File: src/rtl/systolic_tile_seq_if.sv
// Host-side bus of the systolic tile sequencer: job control, operand stream and result handshake.
// master = host side, slave = sequencer side.
interface systolic_tile_seq_if #(
    parameter int unsigned LEN_W = 8
);
    logic             start;
    logic [LEN_W-1:0] len;
    logic             busy;
    logic             done;
    logic             op_valid;
    logic             op_ready;
    logic [15:0]      op_col;
    logic [15:0]      op_row;
    logic             res_valid;
    logic             res_ready;
    logic [63:0]      res_data;

    modport master (
        output start, len, op_valid, op_col, op_row, res_ready,
        input  busy, done, op_ready, res_valid, res_data
    );

    modport slave (
        input  start, len, op_valid, op_col, op_row, res_ready,
        output busy, done, op_ready, res_valid, res_data
    );
endinterface

File: src/rtl/systolic_tile_seq.sv
// Host-side sequencer for one nibble-serial systolic tile: frames operands, drains and collects C0..C3.
// Optional LOOPBACK_CHECK_EN adds a sticky err output comparing operand loopback returns.
// start is sampled at the frame boundary (phase 3), so the host holds it until busy rises.
module systolic_tile_seq #(
    parameter int unsigned LEN_W = 8
) (
    input  logic               clk,
    input  logic               rst_n,
    systolic_tile_seq_if.slave host,
    output logic [7:0]         tile_data,
    output logic [1:0]         tile_ctrl,
    input  logic [7:0]         tile_ret,
    input  logic [1:0]         tile_ctrl_ret,
    output logic [1:0]         phase
`ifdef LOOPBACK_CHECK_EN
    ,
    output logic               err
`endif
);

    localparam logic [3:0] CtrlDrainLo = 4'b1000;
    localparam logic [3:0] CtrlDrainHi = 4'b1100;

    typedef enum logic [2:0] {StIdle, StStream, StSlot, StDrain, StWait} state_e;

    state_e           state_q, state_d;
    logic [1:0]       phase_q, phase_d;
    logic [LEN_W-1:0] rem_q, rem_d;
    logic [15:0]      col_q, col_d, row_q, row_d;
    logic [3:0]       ctrl_q, ctrl_d;

    logic [11:0]      ret_col_q, ret_col_d, ret_row_q, ret_row_d;
    logic [1:0]       ret_cadr_q, ret_cadr_d, ret_radr_q, ret_radr_d;
    logic [15:0]      c0_q, c0_d, c1_q, c1_d, c2_q, c2_d, c3_q, c3_d;
    logic [63:0]      res_data_q, res_data_d;
    logic             res_valid_q, res_valid_d;
    logic             done_q, done_d;

    logic             frame_end, op_fire, op_rdy, busy;
    logic             in_wait, col_lo, row_lo, col_hi, row_hi, res_capture;
    logic [15:0]      ret_col_word, ret_row_word;

    assign frame_end = (phase_q == 2'd3);
    assign op_fire   = host.op_valid && op_rdy;

    // State register
    always_ff @(posedge clk) begin
        if (!rst_n) begin
            state_q     <= StIdle;
            phase_q     <= 2'd0;
            rem_q       <= '0;
            col_q       <= '0;
            row_q       <= '0;
            ctrl_q      <= '0;
            ret_col_q   <= '0;
            ret_row_q   <= '0;
            ret_cadr_q  <= '0;
            ret_radr_q  <= '0;
            c0_q        <= '0;
            c1_q        <= '0;
            c2_q        <= '0;
            c3_q        <= '0;
            res_data_q  <= '0;
            res_valid_q <= 1'b0;
            done_q      <= 1'b0;
        end else begin
            state_q     <= state_d;
            phase_q     <= phase_d;
            rem_q       <= rem_d;
            col_q       <= col_d;
            row_q       <= row_d;
            ctrl_q      <= ctrl_d;
            ret_col_q   <= ret_col_d;
            ret_row_q   <= ret_row_d;
            ret_cadr_q  <= ret_cadr_d;
            ret_radr_q  <= ret_radr_d;
            c0_q        <= c0_d;
            c1_q        <= c1_d;
            c2_q        <= c2_d;
            c3_q        <= c3_d;
            res_data_q  <= res_data_d;
            res_valid_q <= res_valid_d;
            done_q      <= done_d;
        end
    end

    // Next state and next frame word; every decision happens at the frame boundary.
    always_comb begin
        state_d = state_q;
        phase_d = phase_q + 2'd1;
        rem_d   = rem_q;
        col_d   = col_q;
        row_d   = row_q;
        ctrl_d  = ctrl_q;
        if (frame_end) begin
            // Bubble by default: the tile XOR-accumulates every frame, so idle frames must be zero.
            col_d  = '0;
            row_d  = '0;
            ctrl_d = '0;
            unique case (state_q)
                StIdle: begin
                    if (host.start) begin
                        rem_d   = host.len;
                        state_d = (host.len == '0) ? StSlot : StStream;
                    end
                end
                StStream: begin
                    if (op_fire) begin
                        col_d = host.op_col;
                        row_d = host.op_row;
                        rem_d = rem_q - LEN_W'(1);
                        if (rem_q == LEN_W'(1)) begin
                            state_d = StSlot;
                        end
                    end
                end
                StSlot: begin
                    // An unconsumed result would be overwritten by the next drain, so hold off.
                    if (!res_valid_q) begin
                        ctrl_d  = CtrlDrainLo;
                        state_d = StDrain;
                    end
                end
                StDrain: begin
                    ctrl_d  = CtrlDrainHi;
                    state_d = StWait;
                end
                StWait: begin
                    if (res_capture) begin
                        state_d = StIdle;
                    end
                end
                default: state_d = StIdle;
            endcase
        end
    end

    // FSM and frame outputs
    always_comb begin
        busy   = (state_q != StIdle);
        op_rdy = (state_q == StStream) && frame_end && (rem_q != '0);
        unique case (phase_q)
            2'd0: tile_data = {col_q[15:12], row_q[15:12]};
            2'd1: tile_data = {col_q[11:8], row_q[11:8]};
            2'd2: tile_data = {col_q[7:4], row_q[7:4]};
            2'd3: tile_data = {col_q[3:0], row_q[3:0]};
        endcase
        tile_ctrl = {2{ctrl_q[2'd3 - phase_q]}};
    end

    // Return path: three nibbles are held, the fourth is used live on the phase-3 edge.
    // Only ctrl bits [3:2] carry information, so just those are kept.
    always_comb begin
        ret_col_word = {ret_col_q, tile_ret[7:4]};
        ret_row_word = {ret_row_q, tile_ret[3:0]};
        ret_col_d    = ret_col_word[11:0];
        ret_row_d    = ret_row_word[11:0];
        ret_cadr_d   = ret_cadr_q;
        ret_radr_d   = ret_radr_q;
        if (!phase_q[1]) begin
            ret_cadr_d = {ret_cadr_q[0], tile_ctrl_ret[1]};
            ret_radr_d = {ret_radr_q[0], tile_ctrl_ret[0]};
        end

        in_wait     = (state_q == StWait) && frame_end;
        col_lo      = in_wait && (ret_cadr_q == 2'b10);
        row_lo      = in_wait && (ret_radr_q == 2'b10);
        col_hi      = in_wait && (ret_cadr_q == 2'b11);
        row_hi      = in_wait && (ret_radr_q == 2'b11);
        res_capture = col_hi || row_hi;

        c0_d = col_lo ? ret_col_word : c0_q;
        c1_d = row_lo ? ret_row_word : c1_q;
        c2_d = col_hi ? ret_col_word : c2_q;
        c3_d = row_hi ? ret_row_word : c3_q;

        res_data_d  = res_capture ? {c0_d, c1_d, c2_d, c3_d} : res_data_q;
        res_valid_d = res_valid_q;
        if (res_valid_q && host.res_ready) begin
            res_valid_d = 1'b0;
        end
        if (res_capture) begin
            res_valid_d = 1'b1;
        end
        done_d = res_capture;
    end

    assign phase          = phase_q;
    assign host.busy      = busy;
    assign host.done      = done_q;
    assign host.op_ready  = op_rdy;
    assign host.res_valid = res_valid_q;
    assign host.res_data  = res_data_q;

`ifdef LOOPBACK_CHECK_EN
    logic [15:0] prev_col_q, prev_col_d, prev_row_q, prev_row_d;
    logic        err_q, err_d;

    // The frame returning now is the one sent before the current frame word.
    always_comb begin
        prev_col_d = frame_end ? col_q : prev_col_q;
        prev_row_d = frame_end ? row_q : prev_row_q;
        err_d      = err_q;
        if (frame_end && !ret_cadr_q[1] && (ret_col_word != prev_col_q)) begin
            err_d = 1'b1;
        end
        if (frame_end && !ret_radr_q[1] && (ret_row_word != prev_row_q)) begin
            err_d = 1'b1;
        end
    end

    always_ff @(posedge clk) begin
        if (!rst_n) begin
            prev_col_q <= '0;
            prev_row_q <= '0;
            err_q      <= 1'b0;
        end else begin
            prev_col_q <= prev_col_d;
            prev_row_q <= prev_row_d;
            err_q      <= err_d;
        end
    end

    assign err = err_q;
`endif

endmodule

File: src/flat_wrapper.sv
// flat-port wrapper written by rule: the top's interface ports become plain ports
module systolic_tile_seq_flat 
#(
    parameter int unsigned LEN_W = 8
)
  (clk, rst_n, tile_data, tile_ctrl, tile_ret, tile_ctrl_ret, phase, host_start, host_len, host_op_valid, host_op_col, host_op_row, host_res_ready, host_busy, host_done, host_op_ready, host_res_valid, host_res_data);
  systolic_tile_seq_if #(.LEN_W(LEN_W)) host_i ();
  input  logic clk;
  input  logic rst_n;
  output logic [7:0] tile_data;
  output logic [1:0] tile_ctrl;
  input  logic [7:0] tile_ret;
  input  logic [1:0] tile_ctrl_ret;
  output logic [1:0] phase;
  input wire logic [$bits(host_i.start)-1:0] host_start;
  input wire logic [$bits(host_i.len)-1:0] host_len;
  input wire logic [$bits(host_i.op_valid)-1:0] host_op_valid;
  input wire logic [$bits(host_i.op_col)-1:0] host_op_col;
  input wire logic [$bits(host_i.op_row)-1:0] host_op_row;
  input wire logic [$bits(host_i.res_ready)-1:0] host_res_ready;
  output wire logic [$bits(host_i.busy)-1:0] host_busy;
  output wire logic [$bits(host_i.done)-1:0] host_done;
  output wire logic [$bits(host_i.op_ready)-1:0] host_op_ready;
  output wire logic [$bits(host_i.res_valid)-1:0] host_res_valid;
  output wire logic [$bits(host_i.res_data)-1:0] host_res_data;
  assign host_i.start = host_start;
  assign host_i.len = host_len;
  assign host_i.op_valid = host_op_valid;
  assign host_i.op_col = host_op_col;
  assign host_i.op_row = host_op_row;
  assign host_i.res_ready = host_res_ready;
  assign host_busy = host_i.busy;
  assign host_done = host_i.done;
  assign host_op_ready = host_i.op_ready;
  assign host_res_valid = host_i.res_valid;
  assign host_res_data = host_i.res_data;
  systolic_tile_seq #(.LEN_W(LEN_W)) u_core (.clk(clk), .rst_n(rst_n), .host(host_i), .tile_data(tile_data), .tile_ctrl(tile_ctrl), .tile_ret(tile_ret), .tile_ctrl_ret(tile_ctrl_ret), .phase(phase));
endmodule
File: config.mk
export PLATFORM = sky130hd
export DESIGN_NAME = systolic_tile_seq_flat
export DESIGN_NICKNAME = d
export VERILOG_FILES = /design/src/rtl/systolic_tile_seq_if.sv /design/src/rtl/systolic_tile_seq.sv /design/src/flat_wrapper.sv
export SDC_FILE = /design/constraint.sdc
export NUM_CORES = 1
export LEC_CHECK = 0
export CORE_MARGIN = 4
export CORE_UTILIZATION = 34
export CTS_CLUSTER_DIAMETER = 200
export DETAILED_ROUTE_END_ITERATION = 8
export HOLD_SLACK_MARGIN = 0.03
export PLACE_DENSITY = 0.52
export REMOVE_ABC_BUFFERS = 1
export SYNTH_ARGS = -nofsm -noshare
export SYNTH_HDL_FRONTEND = slang
export SYNTH_SLANG_ARGS = --single-unit
File: constraint.sdc
create_clock -name clk -period 3.7 [get_ports clk]
set_input_delay 0.555 -clock clk [delete_from_list [all_inputs] [get_ports clk]]
set_output_delay 0.555 -clock clk [all_outputs]
set_load 0.05 [all_outputs]
==> impl_metrics.json <==
{
  "outcome": "finished clean",
  "vias_per_cell": 4.930,
  "ant_nets": 0,
  "place_area_sq_um": 9851,
  "drv_cap": 0,
  "grt_max_degree": 66,
  "postSynthCellCount": 906,
  "hold_path_class": "reg2reg",
  "clk_pin_slew_ns": 0.06,
  "setup_viol": 0,
  "syn2layout_area_growth_pct": 29.48,
  "core_area_sq_um": 23610,
  "die_w_um": 163.3,
  "p_leak_nw": 3.962,
  "final_hold_viol_count": 0,
  "yosys-top-cells-area": "dfxtp_1 (50%), nand2_1 (6.6%), nor2_1 (6.5%), mux2i_1 (5.7%), a311oi_2 (4.4%)",
  "slew-limit-headroom": 0.4582,
  "grt_pass1_vias": 6341,
  "io_pins": 135,
  "tightestPinTransition_ns": 0.8127,
  "setup.worst_path.start": "u_core.phase[0]",
  "route.detailed.wl_per_inst_um": 15.50,
  "synth_warnings": 0,
  "place.gp.congestion": 0.7644,
  "rr_startpoint": "u_core.phase[0]",
  "crit_type": "reg2out",
  "yosys.area.top_type_share": 0.5003,
  "syn_area_sq_um": 8203,
  "hold_buffers": 0,
  "fmax_mhz": 344.3,
  "cts_buffer_depth": 3,
  "die_area_sq_um": 26680,
  "htree_num_levels": 1,
  "dr.pass1.iters": 5,
  "dpl.hpwl_um": 13060,
  "drt-initial-drc-count": 442,
  "crit_required_ns": 3.14,
  "post_cts_buffers": 0,
  "antenna_found_initial": 2,
  "rsz0062_at_grt": "false",
  "clockRootBuffer": "clkbuf_16",
  "ys_types": 63,
  "post-route-min-period_ns": 2.904,
  "final_util": 0.4498,
  "cts_buffers": 24,
  "yosys_register_bits": 205,
  "fin_nets": 1071,
  "start_kind": "flip-flop",
  "grt_pass1_wl_um": 33960,
  "slew_viol_final": 0,
  "routed_wl_um": 20890,
  "cts_tree": "yes",
  "irDropWorstVdd_mv": 0.2528,
  "vias": 6641,
  "powerDensity_nw_per_um2": 445.5,
  "numPortBuffers": 134,
  "ys_seq_area_frac": 0.5003,
  "drc": 0,
  "diodes": 0,
  "design_area_sq_um": 10620,
  "syn_avg_cell_area_sq_um": 9.054,
  "die_h_um": 163.3,
  "synth_most_common_cell": "dfxtp_1",
  "hold-worst-slack_ns": 0.4546,
  "finClkSkew_ns": 0.02230,
  "async_flop_share": 0,
  "end_kind": "output pin",
  "synth_flop_cell": "dfxtp_1",
  "cp_max_fo": 48,
  "tns_ns": 0,
  "worstHoldStart": "u_core.c2_q[15]",
  "rows": 56,
  "drive_above_1_share": 0.1051,
  "grt_util_all_layers": 0.1538,
  "grt-ovfl-total": 0,
  "cp.arrival_ns": 2.35,
  "synth_enable_flop_cells": 0,
  "netlist_top_cells_count": "dfxtp_1 (205), nand2_1 (144), nor2_1 (143)",
  "synth_top_area_cell": "dfxtp_1",
  "insertion_delay_ns": 0.51,
  "cts_num_sinks": 205,
  "post_cts_resized": 0,
  "fin_crit_sh": 0.7850,
  "initial_core_util": 0.3474
}
critical path, cell delays in order, from the launching register on:
cell,delay [ns]
dfxtp_1,0.50
ha_1,0.21
buf_4,0.42
a222oi_1,0.23
mux2i_1,0.29
buf_12,0.18
per-stage QoR:
stage | setup WS, ns | power, mW | std cells
2_1_floorplan | -0.5491 | 2.406 | 833
3_3_place_gp | 1.161 | 2.538 | 1303
3_5_place_dp | 1.083 | 2.536 | 1303
4_1_cts | 0.7662 | 4.804 | 1347
5_1_grt | 0.5966 | 4.918 | 1347
6_report | 0.7956 | 4.731 | 1347
state kept, by name, indices dropped and copies added, names as in the netlist:
register,cells
u_core.host.done,1
u_core.host.res_valid,1
u_core.c0_q,16
u_core.ret_radr_q,2
u_core.ret_row_q,12
u_core.c1_q,16
u_core.ret_col_q,12
u_core.rem_q,8
u_core.c2_q,16
u_core.phase,2
u_core.ret_cadr_q,2
u_core.col_q,16
u_core.c3_q,16
u_core.host.res_data,64
u_core.ctrl_q,2
u_core.state_q,3
u_core.row_q,16
layout by cell type (no fill, tap or decap), drive strengths merged, types with 3 or more instances in the layout:
cell type | netlist | layout
nand2 | 144 | 144
a21oi | 68 | 68
clkdlybuf4s50 | 0 | 124
a2bb2oi | 8 | 8
ha | 6 | 6
inv | 15 | 15
a311oi | 32 | 32
buf | 29 | 27
nand3 | 3 | 3
and3 | 4 | 4
o32ai | 5 | 5
nor3b | 4 | 4
o21ai | 5 | 5
clkinv | 0 | 13
a211oi | 38 | 38
or4 | 4 | 4
clkbuf | 44 | 29
nor2b | 25 | 25
and2 | 29 | 29
dfxtp | 205 | 205
nor2 | 144 | 144
a222oi | 8 | 8
mux2i | 47 | 47
nand3b | 3 | 3
nor3 | 4 | 4
layout make-up:
type | instances | area (sq um)
clock buffer | 29 | 649.4
inverter | 15 | 61.31
timing repair buffer | 151 | 1567
clock inverter | 15 | 121.4
multi-input combinational | 613 | 3720
sequential | 205 | 4104
tap | 319 | 399.1
fill | 2304 | 12990
logic make-up after synthesis:
group,Yosys count,share of synthesized area
AND/OR/NAND/NOR,379,0.2091
multiplexers,47,0.05735
buffers and inverters,88,0.04728
flip-flops,205,0.5003
adder cells (fa/ha/maj),6,0.009152
AO/OA/AOI/OAI,181,0.1768
report_power, final:
part / switching [mW] / internal, mW
clock network: 0.920 / 1.33
registers: 0.0227 / 2.23
logic: 0.132 / 0.104
per-layer routing:
layer,routed length [um],GRT usage
met2,9037,0.2340
met1,10200,0.2239
met4,422,0.04117
met3,1182,0.02927
met5,40,0
path summary, 6_finish.rpt:
path / endpoint / slack (ns) / cells past startpoint
max: tile_data[5] / 0.80 / 5
min: u_core.c2_q[15] / 0.45 / 2
max reg2reg: u_core.host.res_data[62] / 1.12 / 6
min reg2reg: u_core.c2_q[15] / 0.45 / 2
(Power assumes the default switching activity.)
